<file path="src/rtl/serial_subtractor.sv">
// Bit-serial two's-complement subtractor: diff = a - b - bin, one full-subtractor
// cell iterated LSB first, with a start/busy/done handshake.
module serial_subtractor #(
    parameter int WIDTH = 4
) (
    input  logic             clk,
    input  logic             rst_n,
    input  logic             start,
    input  logic [WIDTH-1:0] a,
    input  logic [WIDTH-1:0] b,
    input  logic             bin,
    output logic             busy,
    output logic             done,
    output logic [WIDTH-1:0] diff,
    output logic             borrow
);

    localparam int CW = (WIDTH > 1) ? $clog2(WIDTH) : 1;
    localparam logic [CW-1:0] LAST = CW'(WIDTH - 1);

    typedef enum logic [1:0] {
        IDLE,
        SHIFT,
        DONE
    } state_t;

    state_t           state_q;
    logic [WIDTH-1:0] a_sh_q;
    logic [WIDTH-1:0] b_sh_q;
    logic [WIDTH-1:0] res_q;
    logic [WIDTH-1:0] diff_q;
    logic [CW-1:0]    cnt_q;
    logic             br_q;
    logic             busy_q;
    logic             done_q;
    logic             borrow_q;

    logic             x;
    logic             y;
    logic             d_d;
    logic             bo_d;
    logic [WIDTH-1:0] res_d;

    always_comb begin
        x     = a_sh_q[0];
        y     = b_sh_q[0];
        d_d   = x ^ y ^ br_q;
        bo_d  = (~x & y) | (~x & br_q) | (y & br_q);
        res_d = {d_d, res_q[WIDTH-1:1]};
    end

    always_ff @(posedge clk or negedge rst_n) begin
        if (!rst_n) begin
            state_q  <= IDLE;
            a_sh_q   <= '0;
            b_sh_q   <= '0;
            res_q    <= '0;
            diff_q   <= '0;
            cnt_q    <= '0;
            br_q     <= 1'b0;
            busy_q   <= 1'b0;
            done_q   <= 1'b0;
            borrow_q <= 1'b0;
        end else begin
            case (state_q)
                IDLE: begin
                    done_q <= 1'b0;
                    if (start) begin
                        a_sh_q  <= a;
                        b_sh_q  <= b;
                        br_q    <= bin;
                        res_q   <= '0;
                        cnt_q   <= '0;
                        busy_q  <= 1'b1;
                        state_q <= SHIFT;
                    end
                end
                SHIFT: begin
                    a_sh_q <= a_sh_q >> 1;
                    b_sh_q <= b_sh_q >> 1;
                    br_q   <= bo_d;
                    res_q  <= res_d;
                    cnt_q  <= cnt_q + 1'b1;
                    // Final bit: publish the assembled word straight from res_d so
                    // diff/borrow only ever change together with done.
                    if (cnt_q == LAST) begin
                        diff_q   <= res_d;
                        borrow_q <= bo_d;
                        busy_q   <= 1'b0;
                        done_q   <= 1'b1;
                        state_q  <= DONE;
                    end
                end
                DONE: begin
                    done_q  <= 1'b0;
                    state_q <= IDLE;
                end
                default: begin
                    busy_q  <= 1'b0;
                    done_q  <= 1'b0;
                    state_q <= IDLE;
                end
            endcase
        end
    end

    assign busy   = busy_q;
    assign done   = done_q;
    assign diff   = diff_q;
    assign borrow = borrow_q;

endmodule

</file>
<file path="config.mk">
export PLATFORM = sky130hd
export DESIGN_NAME = serial_subtractor
export DESIGN_NICKNAME = d
export VERILOG_FILES = /design/src/rtl/serial_subtractor.sv
export SDC_FILE = /design/constraint.sdc
export NUM_CORES = 1
export LEC_CHECK = 0
export ABC_AREA = 1
export BUFFER_PORTS_ARGS = -buffer_cell sky130_fd_sc_hd__buf_2
export CAP_MARGIN = 20
export CORE_UTILIZATION = 46
export CTS_CLUSTER_DIAMETER = 100
export DETAILED_ROUTE_END_ITERATION = 16
export GPL_ROUTABILITY_DRIVEN = 1
export PLACE_DENSITY = 0.78
export SYNTH_ARGS = -nofsm -noshare
export SYNTH_HDL_FRONTEND = slang
export SYNTH_SLANG_ARGS = --single-unit
</file>
<file path="constraint.sdc">
create_clock -name clk -period 1.04 [get_ports clk]
set_input_delay 0.312 -clock clk [delete_from_list [all_inputs] [get_ports clk]]
set_output_delay 0.312 -clock clk [all_outputs]
set_load 0.01 [all_outputs]
</file>
==> flow_results.xml <==
<?xml version="1.0" encoding="UTF-8"?>
<metrics>
  <group name="run_status">
    <metric name="run_status" unit="">complete, but fails checks</metric>
    <metric name="violations_in_the_final_reports" unit="">negative setup slack</metric>
  </group>
  <group name="sta">
    <metric name="timing_max_transition_violations_final" unit="">0</metric>
    <metric name="finalSetupViolations" unit="">26</metric>
    <metric name="worst_slew_margin_rel" unit="">0.8062</metric>
    <metric name="final_min_period_over_clock_period" unit="">1.140</metric>
    <metric name="postLayoutSetupSlackWorst" unit="ns">-0.1455</metric>
    <metric name="hold_viol_final" unit="">0</metric>
    <metric name="grt_setup_unrepaired" unit="">true</metric>
    <metric name="period_minus_slack" unit="ns">1.186</metric>
    <metric name="tightestPinTransition" unit="ns">0.2906</metric>
    <metric name="fmaxAchievable" unit="GHz">0.8435</metric>
    <metric name="setup_skew_after_layout" unit="ns">0.002400</metric>
    <metric name="totalNegativeSetupSlack" unit="ns">-1.916</metric>
  </group>
  <group name="global_route">
    <metric name="grt_antenna_before_repair" unit="">0</metric>
    <metric name="grt_pass1_vias" unit="">988</metric>
    <metric name="gr-total-overflow" unit="">0</metric>
    <metric name="grt_first_pass_wirelength" unit="mm">4.008</metric>
    <metric name="tot_gr_track_use" unit="">0.2104</metric>
    <metric name="grt_max_degree" unit="">24</metric>
  </group>
  <group name="placement">
    <metric name="gp_congestion" unit="">0.8030</metric>
    <metric name="place.port_buffers" unit="">18</metric>
    <metric name="dp.final_hpwl" unit="mm">1.550</metric>
  </group>
  <group name="logic_synthesis">
    <metric name="yosysWarnings" unit="">0</metric>
    <metric name="avgSynthCellArea" unit="sq um">9.046</metric>
    <metric name="synth.ff_latch_count" unit="">23</metric>
    <metric name="ys_seq_area_frac" unit="">0.5215</metric>
    <metric name="postSynthCellCount" unit="">122</metric>
    <metric name="synthesis.area" unit="sq mm">0.001104</metric>
    <metric name="synth_fp_nets" unit="">136</metric>
    <metric name="synth.lib_cells_used.distinct" unit="">21</metric>
  </group>
  <group name="route">
    <metric name="number_of_nets_with_antenna_violations_after_detailed_routing" unit="">0</metric>
    <metric name="top_layer" unit="">met4</metric>
    <metric name="routedWlPerCell" unit="microns">12.91</metric>
    <metric name="drtPass1Iterations" unit="">4</metric>
    <metric name="first_iter_violations" unit="">17</metric>
    <metric name="routedLengthMet1" unit="microns">988</metric>
    <metric name="wl_met3" unit="microns">99</metric>
    <metric name="route.detailed.vias_per_inst" unit="">5.032</metric>
    <metric name="detailroute.via_count" unit="">956</metric>
    <metric name="post-route-drc-count" unit="">0</metric>
    <metric name="met2_length" unit="mm">1.330</metric>
    <metric name="routed_wire_length" unit="mm">2.453</metric>
  </group>
  <group name="clocking">
    <metric name="worst_skew_pair.late_latency" unit="ns">0.32</metric>
    <metric name="ctsLongestPathBuffers" unit="">2</metric>
    <metric name="clk_transition_reported_paths" unit="ns">0.13</metric>
    <metric name="clkSinkCount" unit="">23</metric>
    <metric name="cts.root.buffer_cell" unit="">sky130_fd_sc_hd__clkbuf_4</metric>
    <metric name="cts_tree" unit="">built</metric>
    <metric name="cts-htree-levels" unit="">1</metric>
    <metric name="cts_made_buffers" unit="">3</metric>
  </group>
  <group name="layout">
    <metric name="finalCoreUtilization" unit="">0.6650</metric>
    <metric name="finish.net_count" unit="">177</metric>
    <metric name="flow.area_growth_from_synthesis" unit="%">34.58</metric>
    <metric name="num-fill-cells" unit="">176</metric>
    <metric name="insertedDiodeCount" unit="">0</metric>
    <metric name="post_route_cells_drive_above_1_share" unit="">0.4506</metric>
  </group>
  <group name="setup_path">
    <metric name="worst_setup_path_end_kind" unit="">primary output</metric>
    <metric name="cp_num_buf_inv" unit="">1</metric>
    <metric name="crit_type" unit="">register to primary output</metric>
    <metric name="setup.worst_path.start" unit="">diff[3]</metric>
    <metric name="timing.critical_path.slowest_cell_delay" unit="ns">0.41</metric>
    <metric name="worst-path-max-fanout" unit="">2</metric>
    <metric name="timing.critical_path.slowest_stage_cell" unit="">sky130_fd_sc_hd__dfrtp_1</metric>
    <metric name="worstPathRequired" unit="ns">0.73</metric>
    <metric name="cp.arrival" unit="ns">0.87</metric>
    <metric name="worstPathCellList" unit="">buf_2</metric>
    <metric name="crit-reg2reg-launch" unit="">a_sh_q[0]</metric>
    <metric name="timing.critical_path.from_type" unit="">register</metric>
    <metric name="worst_path_dominant_cell_family" unit="">flip-flops</metric>
  </group>
  <group name="power_and_ir_drop">
    <metric name="max-vdd-ir-drop" unit="mV">1.900</metric>
    <metric name="leakagePower" unit="nW">0.8024</metric>
    <metric name="p_per_area" unit="mW/mm^2">3193</metric>
    <metric name="overall_power" unit="mW">4.742</metric>
  </group>
  <group name="run">
    <metric name="maxCapViolations" unit="">0</metric>
  </group>
  <group name="floorplan">
    <metric name="floorplan.die.width" unit="microns">50.98</metric>
    <metric name="vertical_extent_of_the_die" unit="microns">50.98</metric>
    <metric name="floorplan.initialDensity" unit="">0.4941</metric>
    <metric name="row_count" unit="">17</metric>
    <metric name="io-pin-count" unit="">19</metric>
    <metric name="die_area" unit="sq mm">0.002599</metric>
    <metric name="core_area" unit="sq mm">0.002233</metric>
  </group>
  <group name="hold_path">
    <metric name="hp-class" unit="">input port to register</metric>
    <metric name="min-delay-start" unit="">a[3]</metric>
  </group>
</metrics>
cells in the final DEF (no fill, tap or decap), types with 2 or more instances in the layout:
| master | synthesis | layout |
|---|---|---|
| sky130_fd_sc_hd__o21ai_1 | 2 | 6 |
| sky130_fd_sc_hd__nand2_2 | 2 | 7 |
| sky130_fd_sc_hd__nand2_4 | 1 | 4 |
| sky130_fd_sc_hd__nand2_1 | 28 | 21 |
| sky130_fd_sc_hd__dfrtp_1 | 23 | 21 |
| sky130_fd_sc_hd__o21ai_2 | 3 | 3 |
| sky130_fd_sc_hd__dfrtp_2 | 0 | 2 |
| sky130_fd_sc_hd__o21ai_0 | 6 | 2 |
| sky130_fd_sc_hd__clkbuf_4 | 0 | 3 |
| sky130_fd_sc_hd__inv_2 | 1 | 3 |
| sky130_fd_sc_hd__nand3_1 | 23 | 19 |
| sky130_fd_sc_hd__buf_4 | 1 | 15 |
| sky130_fd_sc_hd__buf_2 | 0 | 18 |
| sky130_fd_sc_hd__inv_1 | 17 | 15 |
| sky130_fd_sc_hd__buf_6 | 3 | 3 |
| sky130_fd_sc_hd__nand3_2 | 0 | 4 |
| sky130_fd_sc_hd__nor2_1 | 3 | 3 |
path summary, 6_finish.rpt:
check / endpoint / slack (ns) / cells after the start
hold reg to reg: diff[2] / 0.49 / 2
max in group asynchronous: state_q[1] / 0.31 / 3
hold / removal: a_sh_q[3] / 0.19 / 3
setup / recovery: diff[3] / -0.15 / 1
setup reg to reg: diff[3] / -0.14 / 3
min in group asynchronous: a_sh_q[0] / 0.48 / 3
repair_timing:
item / CTS / global route
endpoints found under the hold margin: 23 / 0
setup buffers: 4 / 3
pin swaps: 2 / 10
hold buffers: 1 / 0
gates cloned: 0 / 2
setup endpoints to repair: 27 / 27
gates resized for setup: 7 / 21
report_power, final:
group          switching (mW)  total [mW]  internal [mW]
combinational            1.40        2.71           1.31
sequential              0.292        1.60           1.31
clock                   0.281       0.426          0.144
synth_stat cells (all sizes together):
cell   instances  area [sq um]
inv           20         80.07
nand2         32         148.9
buf            4         41.29
fa             1         20.02
o21ai         11         66.32
nand4          1         6.260
nand3         23         115.1
a21oi          1         8.760
nor2           5         28.78
ha             1         12.51
dfrtp         23         575.6
cell type report:
type / instances / area, sq um / share of cell area
Timing Repair Buffer: 39 / 291.5 / 0.1963
Sequential cell: 23 / 578.1 / 0.3892
Clock inverter: 1 / 5.005 / 0.003370
Inverter: 20 / 82.58 / 0.05560
Multi-Input combinational cell: 76 / 470.5 / 0.3168
Clock buffer: 3 / 22.52 / 0.01516
Tap cell: 28 / 35.03 / 0.02359
worst reg2reg max path: cells and delay by family, from the launching register on:
| family | cells | cell delay (ns) |
|---|---|---|
| flip-flops | 1 | 0.39 |
| AO/OA/AOI/OAI | 1 | 0.06 |
| adder cells (fa/ha/maj) | 1 | 0.57 |
| buffers and inverters | 1 | 0.06 |
per-layer routing:
metal  up-vias  track usage
li1        469            -
met1       459       0.2451
met2        23       0.3794
met3         5      0.02679
met4         0      0.09722
met5         -            0
registers in the layout, summed over array words and instances, names as in the netlist:
signal   cells
busy         1
cnt_q        2
borrow       1
br_q         1
done         1
res_q        3
a_sh_q       4
diff         4
state_q      2
b_sh_q       4
cells by family after synthesis:
group	count (synthesis)	share of synthesized area
simple gates	61	0.2710
compound gates	12	0.06803
buf+inv	24	0.1100
flops	23	0.5215
fa+ha+maj	2	0.02948
through the flow:
| stage | hold slack [ns] | setup slack (ns) | instances | cell area [sq um] |
|---|---|---|---|---|
| 2_1_floorplan | 0.01641 | -0.08115 | 122 | 1106 |
| 3_3_place_gp | 0.2969 | -0.08770 | 176 | 1280 |
| 3_5_place_dp | 0.2997 | -0.1557 | 176 | 1280 |
| 4_1_cts | 0.1984 | -0.1493 | 185 | 1363 |
| 5_1_grt | 0.1909 | -0.1953 | 190 | 1485 |
| 6_report | 0.1912 | -0.1455 | 190 | 1485 |
No activity file was read; power rests on OpenSTA's default activity.
